**config.mk**
```make
export PLATFORM = sky130hd
export DESIGN_NAME = i2s_tx
export DESIGN_NICKNAME = d
export VERILOG_FILES = /design/src/rtl/i2s_tx.sv
export SDC_FILE = /design/constraint.sdc
export NUM_CORES = 1
export LEC_CHECK = 0
export ABC_AREA = 1
export CAP_MARGIN = 15
export CORE_ASPECT_RATIO = 0.5
export CORE_MARGIN = 2
export CORE_UTILIZATION = 60
export DETAILED_ROUTE_END_ITERATION = 6
export GPL_ROUTABILITY_DRIVEN = 0
export MAX_ROUTING_LAYER = met4
export PLACE_DENSITY = 0.83
export SLEW_MARGIN = 25
export SYNTH_ARGS = -nofsm -noshare
export SYNTH_HDL_FRONTEND = slang
export SYNTH_SLANG_ARGS = --single-unit
export TNS_END_PERCENT = 100
```
**constraint.sdc**
```tcl
create_clock -name clk -period 5.6 [get_ports clk]
set_input_delay 1.4 -clock clk [delete_from_list [all_inputs] [get_ports clk]]
set_output_delay 1.4 -clock clk [all_outputs]
set_load 0.03 [all_outputs]
```
**src/rtl/i2s_tx.sv**
```systemverilog
// I2S transmitter: one-deep sample buffer, mono-to-stereo serializer,
// bclk/lrclk generated from the system clock.
module i2s_tx #(
    parameter int DATA_WIDTH = 24,
    parameter int SLOT_WIDTH = 32,
    parameter int BCLK_DIV   = 4
) (
    input  logic                         clk,
    input  logic                         rst_n,
    input  logic                         en,
    input  logic signed [DATA_WIDTH-1:0] data_i,
    input  logic                         vld_i,
    output logic                         bclk,
    output logic                         lrclk,
    output logic                         sdata,
    output logic                         req_o,
    output logic                         underrun_o,
    output logic                         overrun_o
);

    localparam int DIV_W = (BCLK_DIV > 1) ? $clog2(BCLK_DIV) : 1;
    localparam int BIT_W = $clog2(2 * SLOT_WIDTH);
    localparam logic [DIV_W-1:0] DIV_TC = DIV_W'(BCLK_DIV - 1);
    localparam logic [BIT_W-1:0] BIT_TC = BIT_W'(2 * SLOT_WIDTH - 1);
    localparam logic [BIT_W-1:0] SLOT_N = BIT_W'(SLOT_WIDTH);
    localparam logic [BIT_W-1:0] DATA_N = BIT_W'(DATA_WIDTH);

    logic [DIV_W-1:0]      div_cnt_q, div_cnt_d;
    logic                  bclk_q, bclk_d;
    logic [BIT_W-1:0]      bit_cnt_q, bit_cnt_d;
    logic                  lrclk_q, lrclk_d;
    logic                  sdata_q, sdata_d;
    logic [DATA_WIDTH-1:0] frame_q, frame_d;
    logic [DATA_WIDTH-1:0] hold_q, hold_d;
    logic                  full_q, full_d;
    logic                  req_q, req_d;
    logic                  under_q, under_d;
    logic                  over_q, over_d;

    logic                  fall;
    logic                  load;
    logic [BIT_W-1:0]      slot_b;
    logic [DATA_WIDTH-1:0] shifted;

    always_comb begin
        div_cnt_d = div_cnt_q;
        bclk_d    = bclk_q;
        bit_cnt_d = bit_cnt_q;
        lrclk_d   = lrclk_q;
        sdata_d   = sdata_q;
        frame_d   = frame_q;
        hold_d    = hold_q;
        full_d    = full_q;
        req_d     = 1'b0;
        under_d   = 1'b0;
        over_d    = 1'b0;
        fall      = 1'b0;
        slot_b    = '0;
        shifted   = '0;

        if (div_cnt_q == DIV_TC) begin
            div_cnt_d = '0;
            bclk_d    = ~bclk_q;
            fall      = bclk_q;
        end else begin
            div_cnt_d = div_cnt_q + DIV_W'(1);
        end

        load = fall && (bit_cnt_q == BIT_TC);

        // A strobe on the load cycle bypasses the buffer entirely.
        if (load) begin
            req_d = 1'b1;
            if (vld_i) begin
                frame_d = data_i;
                full_d  = 1'b0;
            end else if (full_q) begin
                frame_d = hold_q;
                full_d  = 1'b0;
            end else begin
                under_d = 1'b1;
            end
        end else if (vld_i) begin
            hold_d = data_i;
            full_d = 1'b1;
            over_d = full_q;
        end

        if (fall) begin
            if (bit_cnt_q == BIT_TC) begin
                bit_cnt_d = '0;
            end else begin
                bit_cnt_d = bit_cnt_q + BIT_W'(1);
            end
            lrclk_d = (bit_cnt_d >= SLOT_N);
            slot_b  = lrclk_d ? (bit_cnt_d - SLOT_N) : bit_cnt_d;
            sdata_d = 1'b0;
            if (slot_b != '0 && slot_b <= DATA_N) begin
                shifted = frame_d << (slot_b - BIT_W'(1));
                sdata_d = shifted[DATA_WIDTH-1];
            end
        end
    end

    always_ff @(posedge clk or negedge rst_n) begin
        if (!rst_n) begin
            div_cnt_q <= '0;
            bclk_q    <= 1'b0;
            bit_cnt_q <= BIT_TC;
            lrclk_q   <= 1'b0;
            sdata_q   <= 1'b0;
            frame_q   <= '0;
            hold_q    <= '0;
            full_q    <= 1'b0;
            req_q     <= 1'b0;
            under_q   <= 1'b0;
            over_q    <= 1'b0;
        end else if (!en) begin
            div_cnt_q <= '0;
            bclk_q    <= 1'b0;
            bit_cnt_q <= BIT_TC;
            lrclk_q   <= 1'b0;
            sdata_q   <= 1'b0;
            frame_q   <= '0;
            hold_q    <= '0;
            full_q    <= 1'b0;
            req_q     <= 1'b0;
            under_q   <= 1'b0;
            over_q    <= 1'b0;
        end else begin
            div_cnt_q <= div_cnt_d;
            bclk_q    <= bclk_d;
            bit_cnt_q <= bit_cnt_d;
            lrclk_q   <= lrclk_d;
            sdata_q   <= sdata_d;
            frame_q   <= frame_d;
            hold_q    <= hold_d;
            full_q    <= full_d;
            req_q     <= req_d;
            under_q   <= under_d;
            over_q    <= over_d;
        end
    end

    assign bclk       = bclk_q;
    assign lrclk      = lrclk_q;
    assign sdata      = sdata_q;
    assign req_o      = req_q;
    assign underrun_o = under_q;
    assign overrun_o  = over_q;

endmodule

```
==> After elaboration in Yosys (flattened, before gate mapping) <==
Index checks and enable logic that the tools add are counted.
{ "word_totals": {"wordCells": 64, "out_inout_bits": 6, "reg_bits": 63} }
{ "classes": {"order_cmp": 2, "n_eq_ne": 7, "shift": 1, "n_addsub": 4, "bitwise": 1, "reduce_logical": 4, "n_mux": 34} }
{ "op_table": {"columns": ["operator", "n"], "rows": [
  ["24-bit 2-to-1 mux", 7],
  ["6-bit 2-to-1 mux", 5],
  ["24-bit by 6-bit << shifter with 24-bit output", 1],
  ["1-bit 2-to-1 mux", 20],
  ["6-bit by 1-bit adder with 6-bit output, second input constant", 1],
  ["6-bit equality test, second input constant", 1],
  ["6-bit greater-or-equal comparator, second input constant", 1],
  ["6-bit by 5-bit less-or-equal comparator with 1-bit output, second input constant", 1],
  ["2-bit by 1-bit inequality test with 1-bit output, second input constant", 3],
  ["6-bit nonzero test", 1],
  ["6-bit by 1-bit subtractor with 6-bit output, second input constant", 1],
  ["6-bit subtractor, second input constant", 1],
  ["2-bit 2-to-1 mux", 2],
  ["3-bit by 1-bit inequality test with 1-bit output, second input constant", 1],
  ["2-bit by 1-bit adder with 2-bit output, second input constant", 1],
  ["2-bit equality test, second input constant", 1],
  ["1-bit logical AND", 2],
  ["2-bit inequality test, second input constant", 1],
  ["2-bit AND reduction", 1],
  ["1-bit NOT", 1]
]} }

==> Longest topological paths before layout <==
{ "depth": {"ltp_word": 10, "depth_mapped": 17} }

==> Worst setup path before layout <==
No wires, ideal clock.
{ "synth_path": {"path_kind": "input to register", "startpoint": "input vld_i", "endpoint": "register sdata_q (netlist: sdata)", "arrival_ns": 2.440, "required_ns": 5.483, "stages": 13, "path_slack_ns": 3.043, "setup_ns": 0.117, "cell_sequence": "nor2_1 inv_1 nand3_2 buf_2 nand2_1 a21oi_1 nor2_1 nand2_1 nand3_1 nand2_1 nor2_1 nand2_1 nand2_1"} }
{ "synth_between": {"elab_chain_cells": 6} }
{ "synth_lines": {"columns": ["item", "line_no", "rtl"], "rows": [
  ["start: declaration", "12", "input logic vld_i,"],
  ["24-bit 2-to-1 mux", "74", "if (vld_i) begin"],
  ["24-bit 2-to-1 mux", "72", "if (load) begin"],
  ["24-bit by 6-bit << shifter with 24-bit output", "99", "shifted = frame_d << (slot_b - BIT_W'(1));"],
  ["1-bit 2-to-1 mux", "98", "if (slot_b != '0 && slot_b <= DATA_N) begin"],
  ["1-bit 2-to-1 mux", "89", "if (fall) begin"],
  ["1-bit 2-to-1 mux", "118", "end else if (!en) begin"],
  ["end signal: assignment", "135", "sdata_q <= sdata_d;"],
  ["end: declaration", "32", "logic sdata_q, sdata_d;"]
]} }
Every way passes these cells. The select of a mux whose other input is x is not followed.
A chain may end at the register's enable or synchronous reset.

==> Worst setup path in the final report <==
Ends and elaborated chain as after synthesis.

==> run metrics <==
met1 usage 41.7%; Startpoint Class primary input; Final Max Slew Viols 0; initial antenna violation count 0; f_max 298 MHz; # rows 19; GRT Max-Usage Layer met1; register area 1580 um2; total wire length 8090 um; unrepaired setup endpoints after global routing false; Pwr Density 242 nW/um2; Critical Path, Cell by Cell clkdlybuf4s50_1 -> nor2_1 -> inv_1 -> nand3_2 -> inv_1 -> o21ai_0 -> nand2_1 -> nand3_1 -> nor2_1 -> nor2_1 -> nor2_1 -> nand2_1 -> nand2_1; Starting Density 61.5%; number of setup buffers added after CTS 0; Via Count 2966; Nets 505; core footprint 5420 um2; Clock Skew 0.00862 ns; synthesized cell area 3330 um2; Pre-Repair DR Iteration Count 5; WP data required 5.85 ns; R2R Path Start bit_cnt_q[0]; layout cells sized above 1 9.22%; Die Span Y 56.7 um; clock-pin slew on the worst setup and hold paths 0.07 ns; register share of total power 51.3%; post-detail-place hpwl 5560 um; CP arrival 3.60 ns; fillcell total 468; Syn Inst Count 444; Peak VDD IR 0.144 mV; Hold Buf Count CTS 0; YS warnings 0; worst-margin pin slew 0.787 ns; # DRC 0; relative slew slack 47.6%; area delta synth->final 15.7%; Post-CTS Resized 0; Avg Cell Area, Syn 7.50 um2; first-pass GRT wire length 13300 um; Worst-Skew Late Latency 0.35 ns; total CTS buffers 9; Synth Register Bits 63; Die Wd 109 um; worst hold path startpoint div_cnt_q[0]; slowest CP cell clkdlybuf4s50_1; syn nets 475; Worst Setup SP vld_i; CTS max path bufs 2; largest net degree at the start of global routing 64; Critical Path Sink Type flop; Seq/Total Area, Yosys 47.5%; Final Instance Count excl. Fillers 550; dpl ws 1.92 ns; vias in the first global route 2725; crit share post-route 59.9%; Crit Path Class primary input to flop; met3 usage 10.9%; min Tclk post-route 3.35 ns; PortBufs 33; most frequent cells in the layout nand2_1 (120), inv_1 (60), dfrtp_1 (57), nor2_1 (45), o21ai_0 (38); CP Max Fanout 14; # setup viols final 0; CTS tree built; Clk pwr share 37.5%; Hold Fails Final Rpt 0; hold crit path type flop to flop; Max Cap Viol 0; slowest stage delay, CP 0.65 ns; H-Tree Depth 3; reg-to-reg slack, setup 3.33 ns; most common cell after layout, fill and taps aside nand2_1; Cell variety after synth 29; switching pwr 0.241 mW; P_int 0.692 mW; Sw Ratio 25.8%; grt total ovfl 0; footprint of the multi-input gates 1420 um2; CTS Sinks 63; root buffer cell clkbuf_8; TNS Setup 0 ns; violation count after the first detailed-routing iteration 225; met2 Use GR 39.8%; DR WL/cell 14.7 um; Inserted Diodes 0; die area 6200 um2; vias per cell 5.39; Logic pwr share 11.2%; Placed Cells 536; final worst setup slack 2.25 ns; IO Count 34; post-route ant nets 0; Worst path most repeated cell nor2_1; status finished, final reports clean; LEAKAGE 1.91 nW; GRT Overall Usage 29.9%
[flip-flops by register name (all words and copies together), names as in the netlist]
| signal | cells |
|---|---|
| lrclk | 1 |
| overrun_o | 1 |
| hold_q | 24 |
| bit_cnt_q | 6 |
| full_q | 1 |
| underrun_o | 1 |
| bclk | 1 |
| div_cnt_q | 2 |
| frame_q | 24 |
| req_o | 1 |
| sdata | 1 |
[final cells by class]
class                           instances  area share (%)
Clock buffer                           13            4.12
Clock inverter                          1           0.130
Inverter                               60            5.84
Multi-Input combinational cell        301            36.8
Sequential cell                        63            41.1
Tap cell                               73            2.37
Timing Repair Buffer                   39            9.61
[per-stage QoR]
| stage | util [%] | total power [mW] | instance area [um2] | hold slack (ns) |
|---|---|---|---|---|
| floorplan | - | 0.543 | 3330 | 0.410 |
| global placement | 68.1 | 0.587 | 3690 | 0.427 |
| detailed placement | 68.1 | 0.590 | 3690 | 0.434 |
| CTS | 71.1 | 0.938 | 3850 | 0.441 |
| global route | 71.1 | 0.971 | 3850 | 0.471 |
| finish | 71.1 | 0.933 | 3850 | 0.444 |
[path summary, 6_finish.rpt]
check / endpoint / cells past startpoint
max in group asynchronous: frame_q[0] / 2
setup reg to reg: sdata / 15
min in group asynchronous: bclk / 2
hold reg to reg: div_cnt_q[0] / 1
hold / removal: div_cnt_q[0] / 1
setup / recovery: sdata / 13
[layer usage]
layer / wire length (um) / part of all wire (%)
met1: 3830 / 47
met2: 3400 / 42
met3: 754 / 9.3
met4: 110 / 1.4
met5: 0 / 0
[critical path: cells and delay by family]
family | cells | cell delay (ns)
compound gates | 1 | 0.28
buf+inv | 3 | 0.89
simple gates | 9 | 1.04
[cell families (layout without fill, tap and decap cells)]
family	after synthesis	count (layout)	share of synthesized area [%]
xor+xnor	1	1	0.263
fa+ha+maj	3	3	1.13
buf+inv	80	113	9.99
simple gates	216	216	27.8
compound gates	81	81	13.3
flops	63	63	47.5
[power by group through the flow]
stage          registers, mW  logic (mW)  clock network (mW)
4_1_cts                0.479       0.104               0.355
3_5_place_dp           0.487       0.103                   0
3_3_place_gp           0.486       0.101                   0
5_1_grt                0.480       0.118               0.373
2_1_floorplan          0.485      0.0583                   0
6_report               0.479       0.104               0.350
[cell usage after synthesis]
| library cell | count | area, um2 |
|---|---|---|
| o22ai_1 | 19 | 119 |
| dfstp_2 | 6 | 158 |
| a22oi_1 | 3 | 22.5 |
| nor2_1 | 45 | 169 |
| a21oi_2 | 1 | 8.76 |
| ha_1 | 3 | 37.5 |
| o21ai_1 | 3 | 15.0 |
| o21ai_0 | 38 | 190 |
| nor2_2 | 2 | 12.5 |
| nand4_1 | 2 | 12.5 |
| nand3_2 | 3 | 30.0 |
| or2_2 | 5 | 31.3 |
| and2_1 | 4 | 25.0 |
| nor3_1 | 1 | 5.00 |
| dfrtp_1 | 57 | 1430 |
| nand2_1 | 120 | 450 |
| buf_4 | 1 | 7.51 |
| clkbuf_1 | 3 | 11.3 |
| nand2_2 | 6 | 37.5 |
| inv_1 | 60 | 225 |
| buf_6 | 2 | 22.5 |
| xnor2_1 | 1 | 8.76 |
| buf_1 | 3 | 11.3 |
| nor3_4 | 1 | 16.3 |
| a21oi_1 | 15 | 75.1 |
| nand3_1 | 27 | 135 |
| o211ai_1 | 1 | 7.51 |
| a31oi_1 | 1 | 6.26 |
| buf_2 | 11 | 55.1 |
(Power assumes the default switching activity.)
